## config.mk

```make
export PLATFORM = sky130hd
export DESIGN_NAME = alu_pipe
export DESIGN_NICKNAME = d
export VERILOG_FILES = /design/src/rtl/alu_pipe.sv
export SDC_FILE = /design/constraint.sdc
export NUM_CORES = 1
export LEC_CHECK = 0
export CAP_MARGIN = 15
export CORE_UTILIZATION = 50
export CTS_CLUSTER_DIAMETER = 50
export CTS_CLUSTER_SIZE = 20
export DETAILED_ROUTE_END_ITERATION = 8
export MAX_ROUTING_LAYER = met4
export PLACE_DENSITY = 0.76
export RECOVER_POWER = 100
export SYNTH_ARGS = -nofsm -noshare
export SYNTH_HDL_FRONTEND = slang
export SYNTH_SLANG_ARGS = --single-unit
```

## constraint.sdc

```tcl
create_clock -name clk -period 4.4 [get_ports clk]
set_input_delay 0.88 -clock clk [delete_from_list [all_inputs] [get_ports clk]]
set_output_delay 0.88 -clock clk [all_outputs]
set_load 0.01 [all_outputs]
```

## src/rtl/alu_pipe.sv

```systemverilog
// -----------------------------------------------------------------------------
// alu_pipe -- handshaked execute-stage ALU
//
// Accepts one operation per in_valid/in_ready transfer. Logic, add/sub, move,
// shift and compare ops complete in one cycle; mul runs an iterative
// shift-add multiplier (one multiplier bit per cycle, WIDTH cycles). The
// result is held in DONE until downstream takes it with out_ready. A DONE
// result handed off in the same cycle as a new single-cycle accept gives
// one result per cycle.
//
// Configuration macro:
//   ALU_SIGNED_CMP_EN  defined   -> cmp greater/less is two's-complement signed
//                      undefined -> cmp greater/less is unsigned
//
// Ports:
//   clk, rst            clock, synchronous active-high reset
//   in_valid/in_ready   operation handshake
//   alusignals[12:0]    one-hot op select (add,ld,st,sub,mul,cmp,mov,or,and,
//                       not,lsl,lsr,xor); lowest set bit wins, none -> 0
//   op1, op2, immx      operands; isimmediate picks zero-extended immx as B
//   out_valid/out_ready result handshake; aluresult stable while stalled
//   cmp_flag[1:0]       last compare: 1 equal, 2 greater, 0 less
//   busy                multiplier running
// -----------------------------------------------------------------------------
module alu_pipe #(
  parameter int WIDTH     = 16,
  parameter int IMM_WIDTH = 5,
  parameter int SHAMT_W   = $clog2(WIDTH)
) (
  input  logic                 clk,
  input  logic                 rst,
  input  logic                 in_valid,
  output logic                 in_ready,
  input  logic [12:0]          alusignals,
  input  logic [WIDTH-1:0]     op1,
  input  logic [WIDTH-1:0]     op2,
  input  logic [IMM_WIDTH-1:0] immx,
  input  logic                 isimmediate,
  output logic                 out_valid,
  input  logic                 out_ready,
  output logic [WIDTH-1:0]     aluresult,
  output logic [1:0]           cmp_flag,
  output logic                 busy
);

  typedef enum logic [1:0] {IDLE, MUL, DONE} state_t;

  localparam logic [12:0] SEL_ADD = 13'h0001;
  localparam logic [12:0] SEL_LD  = 13'h0002;
  localparam logic [12:0] SEL_ST  = 13'h0004;
  localparam logic [12:0] SEL_SUB = 13'h0008;
  localparam logic [12:0] SEL_MUL = 13'h0010;
  localparam logic [12:0] SEL_CMP = 13'h0020;
  localparam logic [12:0] SEL_MOV = 13'h0040;
  localparam logic [12:0] SEL_OR  = 13'h0080;
  localparam logic [12:0] SEL_AND = 13'h0100;
  localparam logic [12:0] SEL_NOT = 13'h0200;
  localparam logic [12:0] SEL_LSL = 13'h0400;
  localparam logic [12:0] SEL_LSR = 13'h0800;
  localparam logic [12:0] SEL_XOR = 13'h1000;

  localparam logic [SHAMT_W-1:0] CNT_LAST = SHAMT_W'(WIDTH - 1);
  localparam logic [WIDTH-1:0]   WIDTH_V  = WIDTH'(WIDTH);

  state_t             state_reg, state_next;
  logic [WIDTH-1:0]   mcand_reg, mcand_next;
  logic [WIDTH-1:0]   mplier_reg, mplier_next;
  logic [WIDTH-1:0]   acc_reg, acc_next;
  logic [SHAMT_W-1:0] cnt_reg, cnt_next;
  logic [WIDTH-1:0]   result_reg, result_next;
  logic [1:0]         cmp_flag_reg, cmp_flag_next;

  logic [12:0]        op_onehot;
  logic [WIDTH-1:0]   a_val, b_val;
  logic [WIDTH-1:0]   single_result;
  logic [WIDTH-1:0]   acc_sum;
  logic               a_eq_b, a_gt_b, shift_oob, accept;

  // Priority reduce: a bit survives only if no lower-index bit is set.
  assign op_onehot[0] = alusignals[0];
  for (genvar gi = 1; gi < 13; gi++) begin : g_pri
    assign op_onehot[gi] = alusignals[gi] & ~(|alusignals[gi-1:0]);
  end

  assign a_val     = op1;
  assign b_val     = isimmediate ? WIDTH'(immx) : op2;
  assign a_eq_b    = (a_val == b_val);
  assign shift_oob = (b_val >= WIDTH_V);

`ifdef ALU_SIGNED_CMP_EN
  assign a_gt_b = $signed(a_val) > $signed(b_val);
`else
  assign a_gt_b = a_val > b_val;
`endif

  assign in_ready  = (state_reg == IDLE) || ((state_reg == DONE) && out_ready);
  assign accept    = in_valid && in_ready;
  assign out_valid = (state_reg == DONE);
  assign busy      = (state_reg == MUL);
  assign aluresult = result_reg;
  assign cmp_flag  = cmp_flag_reg;

  // One partial product per cycle: multiplicand shifts left, multiplier right.
  assign acc_sum = acc_reg + (mplier_reg[0] ? mcand_reg : '0);

  always_comb begin
    single_result = '0;
    case (op_onehot)
      SEL_ADD, SEL_LD, SEL_ST: single_result = a_val + b_val;
      SEL_SUB: single_result = a_val - b_val;
      SEL_CMP: single_result = {{(WIDTH-1){1'b0}}, a_eq_b};
      SEL_MOV: single_result = b_val;
      SEL_OR:  single_result = a_val | b_val;
      SEL_AND: single_result = a_val & b_val;
      SEL_NOT: single_result = ~a_val;
      SEL_LSL: single_result = shift_oob ? '0 : (a_val << b_val[SHAMT_W-1:0]);
      SEL_LSR: single_result = shift_oob ? '0 : (a_val >> b_val[SHAMT_W-1:0]);
      SEL_XOR: single_result = a_val ^ b_val;
      default: single_result = '0;
    endcase
  end

  always_comb begin
    state_next    = state_reg;
    mcand_next    = mcand_reg;
    mplier_next   = mplier_reg;
    acc_next      = acc_reg;
    cnt_next      = cnt_reg;
    result_next   = result_reg;
    cmp_flag_next = cmp_flag_reg;
    case (state_reg)
      IDLE, DONE: begin
        if (accept) begin
          if (op_onehot == SEL_MUL) begin
            state_next  = MUL;
            mcand_next  = a_val;
            mplier_next = b_val;
            acc_next    = '0;
            cnt_next    = '0;
          end else begin
            state_next  = DONE;
            result_next = single_result;
            if (op_onehot == SEL_CMP) begin
              cmp_flag_next = a_eq_b ? 2'd1 : (a_gt_b ? 2'd2 : 2'd0);
            end
          end
        end else if ((state_reg == DONE) && out_ready) begin
          state_next = IDLE;
        end
      end
      MUL: begin
        acc_next    = acc_sum;
        mcand_next  = mcand_reg << 1;
        mplier_next = mplier_reg >> 1;
        cnt_next    = cnt_reg + 1'b1;
        if (cnt_reg == CNT_LAST) begin
          state_next  = DONE;
          result_next = acc_sum;
          cnt_next    = '0;
        end
      end
      default: state_next = IDLE;
    endcase
  end

  always_ff @(posedge clk) begin
    if (rst) begin
      state_reg    <= IDLE;
      mcand_reg    <= '0;
      mplier_reg   <= '0;
      acc_reg      <= '0;
      cnt_reg      <= '0;
      result_reg   <= '0;
      cmp_flag_reg <= 2'd0;
    end else begin
      state_reg    <= state_next;
      mcand_reg    <= mcand_next;
      mplier_reg   <= mplier_next;
      acc_reg      <= acc_next;
      cnt_reg      <= cnt_next;
      result_reg   <= result_next;
      cmp_flag_reg <= cmp_flag_next;
    end
  end

endmodule

```

## Word-level counts from Yosys, hierarchy flattened

Index checks and enable logic that the tools add are counted.

- Register bits: 72
- Bits in latches: 0
- RAM bits: 0
- Memory bits (read-only): 0
- Bits of input ports: 55
- Output and inout bits: 21
- Logic and storage cells: 117
- Memories: 0

- $add $sub $neg: 4
- Multipliers: 0
- Div/mod/pow operators: 0
- Magnitude comparators: 2
- Equal/unequal tests: 22
- Shift-type cells: 2
- Muxes and demuxes: 29
- Bitwise operators: 29
- Reduce and logical (&&, ||, !) cells: 22

Operators with widths:

| kind | number |
|---|---|
| $mux W16 | 13 |
| $pmux W16 S10 | 1 |
| $pmux W16 S2 | 4 |
| $add A16 B16 Y16 | 2 |
| $and A16 B16 Y16 | 1 |
| $eq A16 B16 Y1 | 1 |
| $ge A16 B5 Y1 const B | 1 |
| $gt A16 B16 Y1 | 1 |
| $not A16 Y16 | 1 |
| $or A16 B16 Y16 | 1 |
| $shl A16 B4 Y16 | 1 |
| $shr A16 B4 Y16 | 1 |
| $sub A16 B16 Y16 | 1 |
| $xor A16 B16 Y16 | 1 |
| $eq A13 B1 Y1 const B | 1 |
| $eq A13 B10 Y1 const B | 1 |
| $eq A13 B11 Y1 const B | 1 |
| $eq A13 B12 Y1 const B | 1 |
| $eq A13 B13 Y1 const B | 1 |
| $eq A13 B2 Y1 const B | 1 |
| $eq A13 B3 Y1 const B | 1 |
| $eq A13 B4 Y1 const B | 1 |
| $eq A13 B5 Y1 const B | 1 |
| $eq A13 B6 Y1 const B | 1 |
| 34 further kinds | 70 |

## Depth between registers and ports, before layout

Gate-level depths: netlist (run 1).

- Word-level depth: 9
- Depth in mapped cells: 15

## Worst setup path after synthesis (run 1)

Ideal clock, no wire load.

- Kind: input to register
- From: input port isimmediate
- To: register result_reg[14], in the netlist aluresult[14]
- Arrival time: 3.696 ns
- Required time: 4.309 ns
- Path slack: 0.614 ns
- Stages: 14
- Cells stage by stage: buf_6 -> mux2i_2 -> buf_2 -> buf_2 -> ha_1 -> buf_2 -> nor2b_1 -> o31a_1 -> o221ai_1 -> a21oi_1 -> a221oi_1 -> xor2_1 -> nand3_1 -> a311oi_1

- Cells in the longest elaborated chain, start to end: 7
- Elaborated cells on any way between the ends: 15

RTL lines:

| item | RTL line | text |
|---|---|---|
| start, declared | 38 | `input logic isimmediate,` |
| $mux W16 * | 86 | `assign b_val = isimmediate ? WIDTH'(immx) : op2;` |
| $ge A16 B5 Y1, or another cell as far along | 88 | `assign shift_oob = (b_val >= WIDTH_V);` |
| $mux W16 (on tied branches) | 117, 116 |  |
| $pmux W16 S10 * | 108 | `case (op_onehot)` |
| $mux W16 * | 134 | `if (op_onehot == SEL_MUL) begin` |
| $mux W16 * | 133 | `if (accept) begin` |
| $pmux W16 S2 * | 131 | `case (state_reg)` |
| end signal, assigned | 181 | `result_reg <= result_next;` |
| end, declared | 70 | `logic [WIDTH-1:0] result_reg, result_next;` |

Every way passes the cells marked *; elsewhere a longest branch is shown, timed or not. The select of a mux whose other input is x is not followed.
A chain may end at the register's enable or synchronous reset.

## Worst setup path after layout (run 1)

- From: input port isimmediate
- To: register result_reg[8], in the netlist aluresult[8]

The elaborated chain is that of the path after synthesis.

==> summary.md, run 1 <==
| Metric | Value |
|---|---|
| Clock transition at path regs | `0.06 ns` |
| Initial DRC Count | `1100` |
| Unrepaired setup endpoints after global routing | `no` |
| Leading cell type in the layout, fill and taps excluded | `nand2_1` |
| Antenna violations before repair | `0` |
| Largest net degree at the start of global routing | `60` |
| Area contributors post-synth | `dfxtp_1 18%, ha_1 11%, mux2i_1 5.9%, nand2_1 5.6%, nor2_1 5.1%` |
| WL per Instance | `approximately 22 um` |
| Most used cell along the critical path | `mux2i_1` |
| CTS buffer count | `9` |
| Setup bufs post-CTS | `0` |
| Synth Area in XOR/XNOR | `0.0319` |
| Worst min path class | `register to register` |
| # IOs | `76` |
| IO Port Bufs | `75` |
| Detailed placement HPWL | `23100 um` |
| Layout cells sized above 1 | `0.0983` |
| Synth Instances | `1070` |
| Setup TNS | `0 ns` |
| Syn_area_per_cell | `7.45 um2` |
| Overall Global Routing Usage | `0.380` |
| Crit path max-delay family | `buffers and inverters` |
| Final Hold Slack | `approximately 0.46 ns` |
| CTS tree | `done` |
| Drt pass-1 iters | `6` |
| Post-Syn Area | `approximately 8000 um2` |
| Critical Path RT | `between 4 and 5 ns` |
| Max Root-Sink Buffers | `2` |
| # DRC | `0` |
| First-pass GRT wire length | `45900 um` |
| Cell accounting for the most synthesized area | `dfxtp_1` |
| Worst relative slew slack | `0.186` |
| Design Power | `2.23 mW` |
| Mux contribution to synthesized area | `0.0882` |
| # resized after CTS | `0` |
| Nets | `1296` |
| Total gr overflow | `0` |
| Layout Skew | `between 0.008 and 0.009 ns` |
| Worst-Margin Slew | `1.22 ns` |
| Vias in the first global route | `8162` |
| Static Leak | `~4.0 nW` |
| Synth-to-Final Area Change | `19.6%` |
| Post-CTS Hold Buffers | `0` |
| #FFs+latches synth | `72` |
| Slowest stage cell, crit path | `clkbuf_2` |
| Final WL | `~30000 um` |
| Ant. Diodes | `0` |
| Die height | `128 um` |
| Maxcap violations | `0` |
| Met3 usage | `0.116` |
| Crit end category | `register` |
| CP Cell Sequence | `dlygate4sd3_1, buf_12, mux2i_4, clkbuf_2, mux2i_1, mux2i_1, nor2_1, or3_1, a211oi_1, clkbuf_1, o22ai_1` |
| Die Area | `between 15000 and 20000 um2` |
| Startpoint Class | `primary input` |
| Setup-failing EPs final | `0` |
| Initial Utilization | `0.519` |
| Final hold vios | `0` |
| Area share of the largest cell type after synthesis | `0.181` |
| Busiest layer in global routing | `met2` |
| Max-slew violation count | `0` |
| # clock sinks | `72` |
| EDFF count, synth | `0` |
| Met1 GRT Util | `0.479` |
| Power Density | `approximately 230 nW/um2` |
| Post-synth top flop | `dfxtp_1` |
| Synth Net Count | `1201` |
| FFs w/ async S/R, synth | `0` |
| Number of distinct library cells after synthesis | `82` |
| Root Buffer Master | `clkbuf_16` |
| Drt via density | `6.44` |
| Simple-gate share of the synthesized area | `0.243` |
| Max VDD drop | `0.000200 V` |
| Worst Path Buf+Inv | `4` |
| Largest stage delay on the critical path | `0.64 ns` |
| Chip width | `128 um` |
| Core ar. | `approximately 15000 um2` |
| Crit share post-route | `0.939` |
| Synth Area in Compound Gates | `0.272` |
| Vias | `8899` |
| Largest family of logic cells by synthesized area | `compound AO/OA/AOI/OAI gates` |
| Setup CP Type | `primary input to register` |
| Arr. time, crit path | `roughly 4.3 ns` |
| Yosys warns | `0` |
| Achievable Freq | `between 0.2 and 0.25 GHz` |
| Clk Latency, worst-skew pair | `0.34 ns` |
| # rows | `45` |
| H-tree Lvls | `3` |
| Period minus WS final | `4.13 ns` |
| GR Util met2 | `0.550` |
| Commonest cells after routing, fill and taps aside | `119 x nand2_1, 109 x nor2_1, 76 x a21oi_1, 73 x ha_1, 72 x dfxtp_1` |
| Worst Path Max Fanout | `29` |
| Adder-Cell Fraction of Synth Area | `0.122` |
| Gp weighted congestion | `1.12` |
| Antenna viol nets, final | `0` |
| Outcome | `finished, final reports clean` |
| Post-synthesis sequential area ratio | `0.181` |
per-layer routing:
metal / wire length, um / share of wire
met3: 3530 / 0.12
met2: 12800 / 0.42
met1: 12300 / 0.41
met4: 1500 / 0.050
met5: 0 / 0
cells in the mapped netlist (7+ instances only):
library cell,n
nor3_1,32
mux2i_1,47
a211oi_1,20
or3_1,10
nand2b_1,21
nand2_1,119
nor2b_1,11
dfxtp_1,72
clkbuf_1,43
inv_1,48
a2111oi_0,7
nand3_1,25
a221oi_1,7
nor4_1,10
xor2_1,9
a21o_1,7
nand4_1,7
o22ai_1,29
nor3b_1,7
o211ai_1,15
a311oi_1,22
ha_1,73
a31oi_1,7
xnor2_1,20
a21oi_1,76
o21ai_0,47
a211o_1,9
buf_2,14
nor2_1,109
and2_1,23
o21a_1,8
tightest hold or removal path, cell delays in order, from the launching register on:
cell and delay [ns]:
dfxtp_1 0.31, nand2_1 0.05, a21oi_1 0.05
path summary, 6_finish.rpt:
path | from | to | slack, ns | cells past startpoint
hold / removal | mplier_reg[3]$_SDFFE_PP0P_ | mplier_reg[2]$_SDFFE_PP0P_ | 0.46 | 2
hold reg to reg | mplier_reg[3]$_SDFFE_PP0P_ | mplier_reg[2]$_SDFFE_PP0P_ | 0.46 | 2
setup / recovery | isimmediate | aluresult[8]$_SDFFE_PP0P_ | 0.27 | 11
setup reg to reg | mplier_reg[0]$_SDFFE_PP0P_ | aluresult[14]$_SDFFE_PP0P_ | 0.97 | 11
layout make-up:
class / count / area, um2
clock buffer: 13 / 270
clock inverter: 3 / 25.0
fill: 1442 / 5840
inverter: 52 / 198
multi-input combinational: 880 / 6040
sequential: 72 / 1440
tap: 211 / 264
timing repair buffer: 150 / 1290
kinds of logic (layout without fill, tap and decap cells):
family / after synthesis / after routing
AND/OR/NAND/NOR: 399 / 399
multiplexers: 59 / 59
AO/OA/AOI/OAI: 317 / 317
XOR/XNOR: 29 / 29
adder cells (fa/ha/maj): 76 / 76
flip-flops: 72 / 72
buffers and inverters: 118 / 218
metrics by stage:
step                utilization  worst slack (ns)  instance area, um2  std cells
finish                    0.620             0.267                9530       1381
global route              0.620             0.114                9530       1381
CTS                       0.622             0.452                9570       1381
detailed placement        0.603             0.110                9270       1365
global placement          0.603             0.208                9270       1365
floorplan                     -             0.614                7970       1070
power by group:
| part | switching (mW) | internal [mW] | leakage [nW] |
|---|---|---|---|
| Sequential | 0.0162 | 0.673 | 0.584 |
| Clock | 0.296 | 0.430 | 0.142 |
| Combinational | 0.479 | 0.332 | 3.29 |
| Total | 0.791 | 1.44 | 4.02 |
Power figures use the tool's default switching activity.
==> inputs of run 2 (changes only) <==
- CAP_MARGIN: 15 -> 10
- CELL_PAD_IN_SITES_DETAIL_PLACEMENT: not set -> 1
- CELL_PAD_IN_SITES_GLOBAL_PLACEMENT: not set -> 2
- CORE_UTILIZATION: 50 -> 34
- PLACE_DENSITY: 0.76 -> 0.86
- SKIP_CTS_REPAIR_TIMING: not set -> 1
==> run 2 against run 1 <==
Net effect: the flow now finishes with violations (capacitance limit, slew limit); highest routed layer unchanged; via count is 2.4% lower; setup slack worse by 0.098 ns; count of clock-buffer cells in the layout stayed put; first-iteration DRC count is 29% lower; critical endpoint is now aluresult[15]$_SDFFE_PP0P_; sequential power hardly changed; worst hold slack worse by 0.0037 ns.
==> summary.md, run 2 (same netlist as run 1, synthesis figures left out) <==
| Metric | Value |
|---|---|
| Outcome | `finished, violations left` |
| Failing checks | `capacitance limit, slew limit` |
| Setup CP Type | `primary input to register` |
| Final WL | `around 34000 um` |
| # DRC | `0` |
| Gp weighted congestion | `0.986` |
| Clock transition at path regs | `0.06 ns` |
| Maxcap violations | `1` |
| P_sw | `0.796 mW` |
| Worst min path class | `register to register` |
| Ant. Diodes | `0` |
| Setup-failing EPs final | `0` |
| Pre-CTS worst setup slack | `-0.101 ns` |
| Detailed placement HPWL | `approximately 27000 um` |
| Unrepaired setup endpoints after global routing | `no` |
| Static Leak | `about 4 nW` |
| Worst Setup Slack, final | `0.169 ns` |
| Die height | `155 um` |
| Post-Layout Inst Area | `9690 um2` |
| Max-slew violation count | `38` |
| Highest metal used | `met4` |
| Initial DRC Count | `781` |
| CTS buffer count | `9` |
| Pint | `~1.5 mW` |
| Total gr overflow | `0` |
| Largest net degree at the start of global routing | `63` |
| Period minus WS final | `4.23 ns` |
| Final hold vios | `0` |
| # IOs | `76` |
| Max Root-Sink Buffers | `2` |
| Core ar. | `22800 um2` |
| Worst relative slew slack | `-0.118` |
| Metal1 wirelength | `15500 um` |
| WL per Instance | `around 23 um` |
| Leading cell type in the layout, fill and taps excluded | `nand2_1` |
| Switching share of total power | `0.349` |
| Final-layout fill cell count | `2892` |
| Layout cells sized above 1 | `0.104` |
| Post-layout util | `0.424` |
| Initial Utilization | `0.349` |
| Synth-to-Final Area Change | `21.6%` |
| # clock sinks | `72` |
| Crit end category | `register` |
| Arr. time, crit path | `4.43 ns` |
| Antenna violations before repair | `0` |
| Overall Global Routing Usage | `0.297` |
| Logic pwr share | `0.362` |
| Sequential fraction of design power | `0.303` |
| Max VDD drop | `0.000143 V` |
| Drt pass-1 iters | `5` |
| Clock power share | `0.335` |
| IO Port Bufs | `75` |
| CTS tree | `done` |
| Root Buffer Master | `clkbuf_16` |
| Worst Path Max Fanout | `9` |
| Design Power | `about 2.3 mW` |
| First-pass GRT wire length | `around 53000 um` |
| Crit share post-route | `0.962` |
| Nets | `1301` |
| Vias in the first global route | `8912` |
| Layout Skew | `0.00507 ns` |
| Chip width | `155 um` |
| Achievable Freq | `0.236 GHz` |
| Critical Path RT | `4.60 ns` |
| Drt via density | `5.84` |
| Worst-Margin Slew | `1.68 ns` |
| Power Density | `235 nW/um2` |
| Startpoint Class | `primary input` |
| H-tree Lvls | `3` |
| Met3 wire len | `1880 um` |
| Clk Latency, worst-skew pair | `approximately 0.34 ns` |
| Vias | `slightly below 9k` |
| Antenna viol nets, final | `0` |
| Die Area | `24100 um2` |
| Metal2 WL | `between 15000 and 20000 um` |
| Commonest cells after routing, fill and taps aside | `119 x nand2_1, 109 x nor2_1, 76 x a21oi_1, 73 x ha_1` |
| # rows | `55` |
| DP Area | `9420 um2` |
[run 2: worst paths after layout]
check	from	end	slack, ns	depth (start not counted)
max	isimmediate	aluresult[15]$_SDFFE_PP0P_	0.17	13
min	mplier_reg[2]$_SDFFE_PP0P_	mplier_reg[1]$_SDFFE_PP0P_	0.45	2
max reg2reg	mplier_reg[0]$_SDFFE_PP0P_	aluresult[14]$_SDFFE_PP0P_	0.88	11
min reg2reg	mplier_reg[2]$_SDFFE_PP0P_	mplier_reg[1]$_SDFFE_PP0P_	0.45	2
[run 2: layout make-up]
| type | instances | area [um2] | share of cell area |
|---|---|---|---|
| Clock buffer | 13 | 260 | 0.0268 |
| Clock inverter | 3 | 40.0 | 0.00413 |
| Inverter | 52 | 196 | 0.0203 |
| Multi-Input combinational cell | 880 | 6040 | 0.623 |
| Sequential cell | 72 | 1440 | 0.149 |
| Tap cell | 313 | 392 | 0.0404 |
| Timing Repair Buffer | 155 | 1320 | 0.137 |
[run 2: power by group through the flow]
stage | clock network [mW] | logic (mW) | registers [mW]
after detailed placement | 0 | 0.814 | 0.706
final | 0.763 | 0.824 | 0.691
after CTS | 0.770 | 0.819 | 0.692
after floorplan | 0 | 0.463 | 0.706
after global placement | 0 | 0.806 | 0.706
after global routing | 0.798 | 0.881 | 0.693
[run 2: metal layers]
| layer | vias to the layer above | global-route usage |
|---|---|---|
| met5 | - | - |
| met3 | 53 | 0.0331 |
| met2 | 278 | 0.486 |
| met1 | 4239 | 0.390 |
| li1 | 4118 | - |
| met4 | 0 | 0.0679 |
[run 2: metrics by stage]
step	setup TNS (ns)	instances	hold WS, ns
floorplan	0	1070	0.432
global placement	-0.112	1472	0.445
detailed placement	-0.205	1472	0.447
CTS	0	1488	0.456
global route	0	1488	0.484
finish	0	1488	0.453
[run 2: worst max-delay path, cell delays in order]
cell	delay (ns)
clkdlybuf4s50_1	0.69
buf_4	0.24
mux2i_2	0.34
ha_1	0.37
nor2_1	0.08
a2111oi_0	0.52
buf_4	0.21
o211ai_1	0.10
o211ai_1	0.28
clkbuf_4	0.26
nor4_1	0.05
o31ai_1	0.28
a311oi_2	0.13
==> inputs of run 3 (changes only) <==
- HOLD_SLACK_MARGIN: not set -> 0.06
==> results of run 3 <==
The final DEF is identical to that of run 2; final timing and power are the same.
